File: src/rtl/emergency_monitor.sv
// ---------------------------------------------------------------------------
// emergency_monitor
//
// Clocked home emergency monitor. Two independent FSMs watch for a water
// leak (water flowing at the meter while every tap is closed) and a gas
// hazard (gas flowing with no consumer running, or gas detected in the air).
// The meter-derived conditions must persist for PERSIST_CYCLES consecutive
// cycles before they latch. The detector condition latches on the next edge.
// Latched outputs hold until ack_i arrives while the cause has gone away.
//
// Optional feature macro: EMERGENCY_EVENT_COUNT_EN
//   defined   -> 8-bit saturating counts of WARN / ALERT entries
//   undefined -> counters not built, count outputs tied to zero
//
// Ports:
//   clk_i                      clock, rising edge
//   rst_i                      synchronous active-high reset
//   emergency_control_valid_i  monitoring enable; low forces all raw conditions false
//   water_meter_status_i       water flowing at the meter
//   home_tap_status_i          [NUM_TAPS]   1 = tap open
//   gas_meter_i                gas flowing at the meter
//   gas_detector_i             gas detected in the air
//   stove_status_i             [NUM_STOVES] 1 = burner on
//   ac_system_status_i         [NUM_AC]     1 = gas-fired AC running
//   ack_i                      user acknowledge pulse
//   warning_o                  latched water-leak warning
//   alert_o                    latched gas alert
//   warn_count_o               [8] WARN entries, saturating
//   alert_count_o              [8] ALERT entries, saturating
// ---------------------------------------------------------------------------
module emergency_monitor #(
  parameter int NUM_TAPS       = 8,
  parameter int NUM_STOVES     = 2,
  parameter int NUM_AC         = 1,
  parameter int PERSIST_CYCLES = 16
) (
  input  logic                  clk_i,
  input  logic                  rst_i,
  input  logic                  emergency_control_valid_i,
  input  logic                  water_meter_status_i,
  input  logic [NUM_TAPS-1:0]   home_tap_status_i,
  input  logic                  gas_meter_i,
  input  logic                  gas_detector_i,
  input  logic [NUM_STOVES-1:0] stove_status_i,
  input  logic [NUM_AC-1:0]     ac_system_status_i,
  input  logic                  ack_i,
  output logic                  warning_o,
  output logic                  alert_o,
  output logic [7:0]            warn_count_o,
  output logic [7:0]            alert_count_o
);

  typedef enum logic [1:0] {
    W_IDLE   = 2'd0,
    W_ARMING = 2'd1,
    W_WARN   = 2'd2
  } w_state_e;

  typedef enum logic [1:0] {
    G_IDLE   = 2'd0,
    G_ARMING = 2'd1,
    G_ALERT  = 2'd2
  } g_state_e;

  // Count value on which the final qualifying edge lands; with a single
  // persistence cycle IDLE jumps straight to the latched state instead.
  localparam logic [7:0] PERSIST_LAST = 8'(PERSIST_CYCLES - 1);
  localparam bit         PERSIST_ONE  = (PERSIST_CYCLES == 1);

  logic raw_w, raw_gm, raw_gd;

  w_state_e   w_state_q, w_state_d;
  g_state_e   g_state_q, g_state_d;
  logic [7:0] wcnt_q, wcnt_d;
  logic [7:0] gcnt_q, gcnt_d;

  // Raw conditions
  always_comb begin
    raw_w  = emergency_control_valid_i & water_meter_status_i & ~(|home_tap_status_i);
    raw_gm = emergency_control_valid_i & gas_meter_i
             & ~((|stove_status_i) | (|ac_system_status_i));
    raw_gd = emergency_control_valid_i & gas_detector_i;
  end

  // Water FSM next state
  always_comb begin
    w_state_d = w_state_q;
    wcnt_d    = wcnt_q;
    case (w_state_q)
      W_IDLE: begin
        if (raw_w && PERSIST_ONE) begin
          w_state_d = W_WARN;
        end else if (raw_w) begin
          w_state_d = W_ARMING;
          wcnt_d    = 8'd1;
        end
      end
      W_ARMING: begin
        if (!raw_w) begin
          w_state_d = W_IDLE;
          wcnt_d    = 8'd0;
        end else if (wcnt_q == PERSIST_LAST) begin
          w_state_d = W_WARN;
        end else begin
          wcnt_d = wcnt_q + 8'd1;
        end
      end
      W_WARN: begin
        // An acknowledge while the leak is still present is ignored.
        if (ack_i && !raw_w) begin
          w_state_d = W_IDLE;
          wcnt_d    = 8'd0;
        end
      end
      default: begin
        w_state_d = W_IDLE;
        wcnt_d    = 8'd0;
      end
    endcase
  end

  // Gas FSM next state; the detector bypasses persistence entirely
  always_comb begin
    g_state_d = g_state_q;
    gcnt_d    = gcnt_q;
    case (g_state_q)
      G_IDLE: begin
        if (raw_gd || (raw_gm && PERSIST_ONE)) begin
          g_state_d = G_ALERT;
        end else if (raw_gm) begin
          g_state_d = G_ARMING;
          gcnt_d    = 8'd1;
        end
      end
      G_ARMING: begin
        if (raw_gd) begin
          g_state_d = G_ALERT;
        end else if (!raw_gm) begin
          g_state_d = G_IDLE;
          gcnt_d    = 8'd0;
        end else if (gcnt_q == PERSIST_LAST) begin
          g_state_d = G_ALERT;
        end else begin
          gcnt_d = gcnt_q + 8'd1;
        end
      end
      G_ALERT: begin
        if (ack_i && !raw_gm && !raw_gd) begin
          g_state_d = G_IDLE;
          gcnt_d    = 8'd0;
        end
      end
      default: begin
        g_state_d = G_IDLE;
        gcnt_d    = 8'd0;
      end
    endcase
  end

  always_ff @(posedge clk_i) begin
    if (rst_i) begin
      w_state_q <= W_IDLE;
      g_state_q <= G_IDLE;
      wcnt_q    <= 8'd0;
      gcnt_q    <= 8'd0;
    end else begin
      w_state_q <= w_state_d;
      g_state_q <= g_state_d;
      wcnt_q    <= wcnt_d;
      gcnt_q    <= gcnt_d;
    end
  end

  // Outputs decode directly from the state registers, so they are glitch-free.
  assign warning_o = (w_state_q == W_WARN);
  assign alert_o   = (g_state_q == G_ALERT);

`ifdef EMERGENCY_EVENT_COUNT_EN
  function automatic logic [7:0] sat_inc(input logic [7:0] v);
    return (v == 8'hFF) ? v : v + 8'd1;
  endfunction

  logic [7:0] warn_cnt_q, warn_cnt_d;
  logic [7:0] alert_cnt_q, alert_cnt_d;

  // Count entries into the latched state, not cycles spent there.
  always_comb begin
    warn_cnt_d  = warn_cnt_q;
    alert_cnt_d = alert_cnt_q;
    if ((w_state_q != W_WARN) && (w_state_d == W_WARN)) begin
      warn_cnt_d = sat_inc(warn_cnt_q);
    end
    if ((g_state_q != G_ALERT) && (g_state_d == G_ALERT)) begin
      alert_cnt_d = sat_inc(alert_cnt_q);
    end
  end

  always_ff @(posedge clk_i) begin
    if (rst_i) begin
      warn_cnt_q  <= 8'd0;
      alert_cnt_q <= 8'd0;
    end else begin
      warn_cnt_q  <= warn_cnt_d;
      alert_cnt_q <= alert_cnt_d;
    end
  end

  assign warn_count_o  = warn_cnt_q;
  assign alert_count_o = alert_cnt_q;
`else
  assign warn_count_o  = 8'd0;
  assign alert_count_o = 8'd0;
`endif

endmodule

File: config.mk
export PLATFORM = sky130hd
export DESIGN_NAME = emergency_monitor
export DESIGN_NICKNAME = d
export VERILOG_FILES = /design/src/rtl/emergency_monitor.sv
export SDC_FILE = /design/constraint.sdc
export NUM_CORES = 1
export LEC_CHECK = 0
export BUFFER_PORTS_ARGS = -buffer_cell sky130_fd_sc_hd__buf_2
export CAP_MARGIN = 20
export CORE_ASPECT_RATIO = 1.4
export CORE_MARGIN = 2
export CORE_UTILIZATION = 35
export DETAILED_ROUTE_END_ITERATION = 12
export GPL_TIMING_DRIVEN = 0
export SLEW_MARGIN = 20
export SYNTH_ARGS = -nofsm -noshare
export SYNTH_HDL_FRONTEND = slang
export SYNTH_SLANG_ARGS = --single-unit
File: constraint.sdc
create_clock -name clk_i -period 5.6 [get_ports clk_i]
set_clock_uncertainty 0.15 [all_clocks]
set_input_delay 1.4 -clock clk_i [delete_from_list [all_inputs] [get_ports clk_i]]
set_output_delay 1.4 -clock clk_i [all_outputs]
set_load 0.1 [all_outputs]
# Yosys cells after proc, flatten, opt, wreduce, memory -nomap -nowiden
# Index checks and enable logic that the tools add are counted.
# word_totals
word_cells	69
input_bits	18
output_inout_bits	18
regBits	20
# classes
n_reduce_logical	14
addsub	2
bitwise_logic	8
n_mux	24
eq_ne	17
# op_table
operator	n
two-way mux 8 bit	10
case mux 8 bit (3 select lines)	2
two-way mux 2 bit	10
adder 8 x 1 -> 8 bit (second input constant)	2
== test 8 x 4 -> 1 bit (second input constant)	2
inequality test 3 bit (second input constant)	4
case mux 2 bit (3 select lines)	2
AND reduction 3 bit	3
inequality test 2 bit (second input constant)	4
OR reduction 8 bit	1
bitwise AND 1 bit	5
AND reduction 5 bit	1
== test 2 x 1 -> 1 bit (second input constant)	2
== test 2 bit (second input constant)	2
zero test 2 bit	2
inequality test 2 x 1 -> 1 bit (second input constant)	2
inequality test 4 bit (second input constant)	1
logical AND 1 bit	3
zero test 1 bit	3
inverter 1 bit	2
OR reduction 2 bit	1
OR 1 bit	1

# Logic depth before layout (Yosys ltp)
# depth
ltp_word	9
depth_mapped	5
ltp_nobuf	5

# Worst setup path before layout
# Ideal clock, no wire load.
# synth_timing
path_type	register to output
from	reg g_state_q[1]
to	out alert_o
slack_ns	2.240
stages_incl_launch_ff	2
path_buffers	0
arrival_ns	1.810
t_required_ns	4.050
cell_sequence	dfxtp_1 > nor2b_1
# synth_between
elab_chain_cells	1
# synth_lines
element	line	source
start, declared	73	g_state_e g_state_q, g_state_d;
start signal, assigned	168	g_state_q <= g_state_d;
== test 2 bit	176	assign alert_o = (g_state_q == G_ALERT);
end, declared	48	output logic alert_o,
# No other way between the ends.

# Worst setup path in the final report
# layout_timing
from	in stove_status_i[1]
to	reg gcnt_q[4]
# layout_between
elab_chain_cells	9
word_cells_on_any_way	14
cone_classes	eq/ne (3); mux (3); bitwise (3); reduce/logical (5)
# layout_lines
element	line	source
start, declared	44	input logic [NUM_STOVES-1:0] stove_status_i,
OR reduction 2 bit *	81	& ~((|stove_status_i) | (|ac_system_status_i));
OR 1 bit *	81	
inverter 1 bit *	81	
bitwise AND 1 bit *	81	
zero test 1 bit	148	if (ack_i && !raw_gm && !raw_gd) begin
logical AND 1 bit (2 in a row)	148	
inequality test 2 x 1 -> 1 bit (no line)	-	
AND reduction 5 bit (no line)	-	
end signal, assigned	170	gcnt_q <= gcnt_d;
end, declared	75	logic [7:0] gcnt_q, gcnt_d;
# Every way passes the cells marked *; elsewhere a longest branch is shown, timed or not. The select of a mux whose other input is x is not followed.
# A chain may end at the register's enable or synchronous reset.

==> results.py <==
metrics = {
    "placed_design": {
        "pre_cts_ws_ps": 2069,
        "dp_hpwl_mm": 2.515,
        "portBuffers": 19,
        "gp_congestion": 0.7830,
    },
    "clock_tree": {
        "post-cts-setup-buffers": 0,
        "cts_resized": 0,
        "cts-root-buf": "clkbuf_8",
        "cts_sinks": 20,
        "clk_path_buf_depth": 2,
        "htree_levels": 1,
        "clkTransAtPathRegs_ps": 70,
        "clock_latency_ps": 250,
        "tritoncts": "built",
        "hold_buffers": 0,
        "cts_made_buffers": 3,
    },
    "layout": {
        "antenna_cells": 0,
        "area_growth_pct": 16.67,
        "fin_nets": 234,
        "fillCellCount": 419,
        "drive_gt1_share_pct": 27.83,
    },
    "timing": {
        "period_share_pct": 57.89,
        "tns_ps": 0,
        "slew_viol_final": 0,
        "finalWorstSetupSlack_ps": 2358,
        "setup_viol": 0,
        "layout_min_cycle_time_ps": 3242,
        "rsz0062_at_grt": "false",
        "worst_pin_slew_ps": 733.2,
        "max_freq_mhz": 308.4,
        "hold_viol_final": 0,
        "slew_headroom_pct": 50.43,
    },
    "power_and_ir_drop": {
        "cellPowerDensity_nw_per_um2": 185.5,
        "peakVddDrop_uv": 129.5,
        "p_int_mw": 0.2109,
        "pwr-share-comb_pct": 26.4,
        "p_switching_mw": 0.1124,
        "swShare_pct": 34.77,
        "clock_power_share_pct": 29.0,
        "seqPwrFrac_pct": 44.6,
        "p_leak_nw": 0.7241,
    },
    "critical_path": {
        "cp-start-kind": "input port",
        "critical_path_class": "in2reg",
        "rr_startpoint": "gcnt_q[4]",
        "endpoint_kind": "flip-flop",
        "cp_max_fo": 7,
        "startpoint": "stove_status_i[1]",
        "cp_data_arrival_time_ps": 3240,
        "crit_required_ps": 5590,
    },
    "global_routing": {
        "overflow": 0,
        "antenna_found_initial": 0,
        "grt_start_max_net_pins": 11,
        "first_global_vias": 1282,
        "grt_pass1_wl_mm": 5.609,
        "gr-usage-all-layers_pct": 14.69,
    },
    "routing": {
        "wl_per_cell_um": 12.49,
        "totalWireLength_mm": 3.209,
        "num_vias": 1413,
        "ant_nets": 0,
        "drt_iter0_drc": 28,
        "via_per_inst": 5.498,
        "drtPass1Iterations": 4,
        "drc_errors": 0,
    },
    "yosys": {
        "synth-seq-cells": 20,
        "yosysMostFrequentCell": "dfxtp_1",
        "synthTopCellsByCount": "dfxtp_1 (20), buf_4 (16), nand2_1 (13), nand3_1 (10), nor2_1 (8)",
        "synth.area.top_cells": "dfxtp_1 (27%), buf_4 (8.0%), a311oi_2 (4.0%)",
        "synth_top_area_cell": "dfxtp_1",
        "ys_async_sr_fraction_pct": 0,
        "avgSynthCellArea_um2": 8.537,
        "synth_warnings": 0,
        "netlist_area_um2": 1494,
        "ys_types": 55,
        "syn_inst": 175,
        "ys_seq_area_share_pct": 26.80,
        "synth_top_area_share_pct": 26.80,
        "synth_edf_count": 0,
        "yosys_most_used_dff": "dfxtp_1",
    },
    "status": {
        "outcome": "complete, no violations",
    },
    "hold_path": {
        "hold_class": "reg2reg",
        "worstHoldStart": "gcnt_q[1]",
    },
    "floorplanning": {
        "dieArea_um2": 4814,
        "core_area_um2": 4169,
        "die_w_um": 59.22,
        "rows": 28,
        "die_height_um": 81.30,
        "ios": 36,
        "start_util_pct": 35.83,
    },
    "job": {
        "maxCapViolations": 0,
    },
}
==> cell usage in the layout (no fill, tap or decap), drive strengths merged, types with 2 or more instances in the layout <==
master   instances
buf             35
dfxtp           20
conb            16
nand2           13
nand3           10
nor2             8
nor3             7
inv              7
o21ai            6
nand4            6
clkbuf           6
and3             6
nand2b           5
a21oi            5
a311oi           4
o211ai           4
o311ai           4
a31oi            3
nor4             3
a211oi           3
and2             3
nor2b            2
nor4b            2
a2111oi          2
and3b            2
and4             2
o31ai            2
mux2i            2
a41oi            2
ha               2
a211o            2
==> metrics by stage <==
step	power (mW)	util [%]	area [µm²]	hold slack, ps	cells
2_1_floorplan	0.2208	-	1550	305.3	190
3_3_place_gp	0.2322	40.82	1702	318.7	254
3_5_place_dp	0.2325	40.82	1702	335.4	254
4_1_cts	0.3267	41.81	1743	346.2	257
5_1_grt	0.3410	41.81	1743	378.2	257
6_report	0.3233	41.81	1743	341.8	257
==> cell type report <==
class                      instances  area, µm²  area share [%]
multi-input combinational        143      959.7           55.06
timing repair buffer              19      95.09           5.456
tap                               45      56.30           3.230
clock buffer                       3      41.29           2.369
sequential                        20      400.4           22.97
inverter                           7      26.28           1.508
buffer                            20      163.9           9.404
==> flip-flops by register name (all words and copies together), names as in the netlist <==
name       flops
w_state_q      2
gcnt_q         8
g_state_q      2
wcnt_q         8
==> worst max-delay path: stages <==
cell and delay [ps]:
buf_2 100, nor4b_1 660, nand4_1 470, and3_1 320, a221o_1 280
==> path summary, 6_finish.rpt <==
path,cells past startpoint,slack [ps],endpoint
worst max-delay path,5,2360,gcnt_q[4]
worst max register to register,4,3510,gcnt_q[4]
worst min register to register,2,340,gcnt_q[1]
worst min-delay path,2,340,gcnt_q[1]
==> kinds of logic after synthesis <==
family	after synthesis	share of synthesized area [%]
muxes	3	2.094
buffers and inverters	27	12.73
xor gates and xnor gates	1	0.5864
DFF	20	26.80
and+or+nand+nor	78	32.41
AOI/OAI and AO/OA	43	23.45
adders and majority gates	2	1.675
other	1	0.2510
==> routing by layer <==
metal	up-vias	track usage [%]	wire [µm]
li1	717	-	-
met1	666	17.20	1368
met2	24	26.26	1695
met3	6	1.911	94
met4	0	5.909	52
met5	-	0	0
==> power groups by stage <==
stage / registers [mW] / logic [mW] / clock network, mW
5_1_grt: 0.144 / 0.0892 / 0.107
6_report: 0.144 / 0.0852 / 0.0938
4_1_cts: 0.144 / 0.0848 / 0.0977
3_5_place_dp: 0.148 / 0.0848 / 0
3_3_place_gp: 0.148 / 0.0845 / 0
2_1_floorplan: 0.147 / 0.0735 / 0
(Power assumes the default switching activity.)
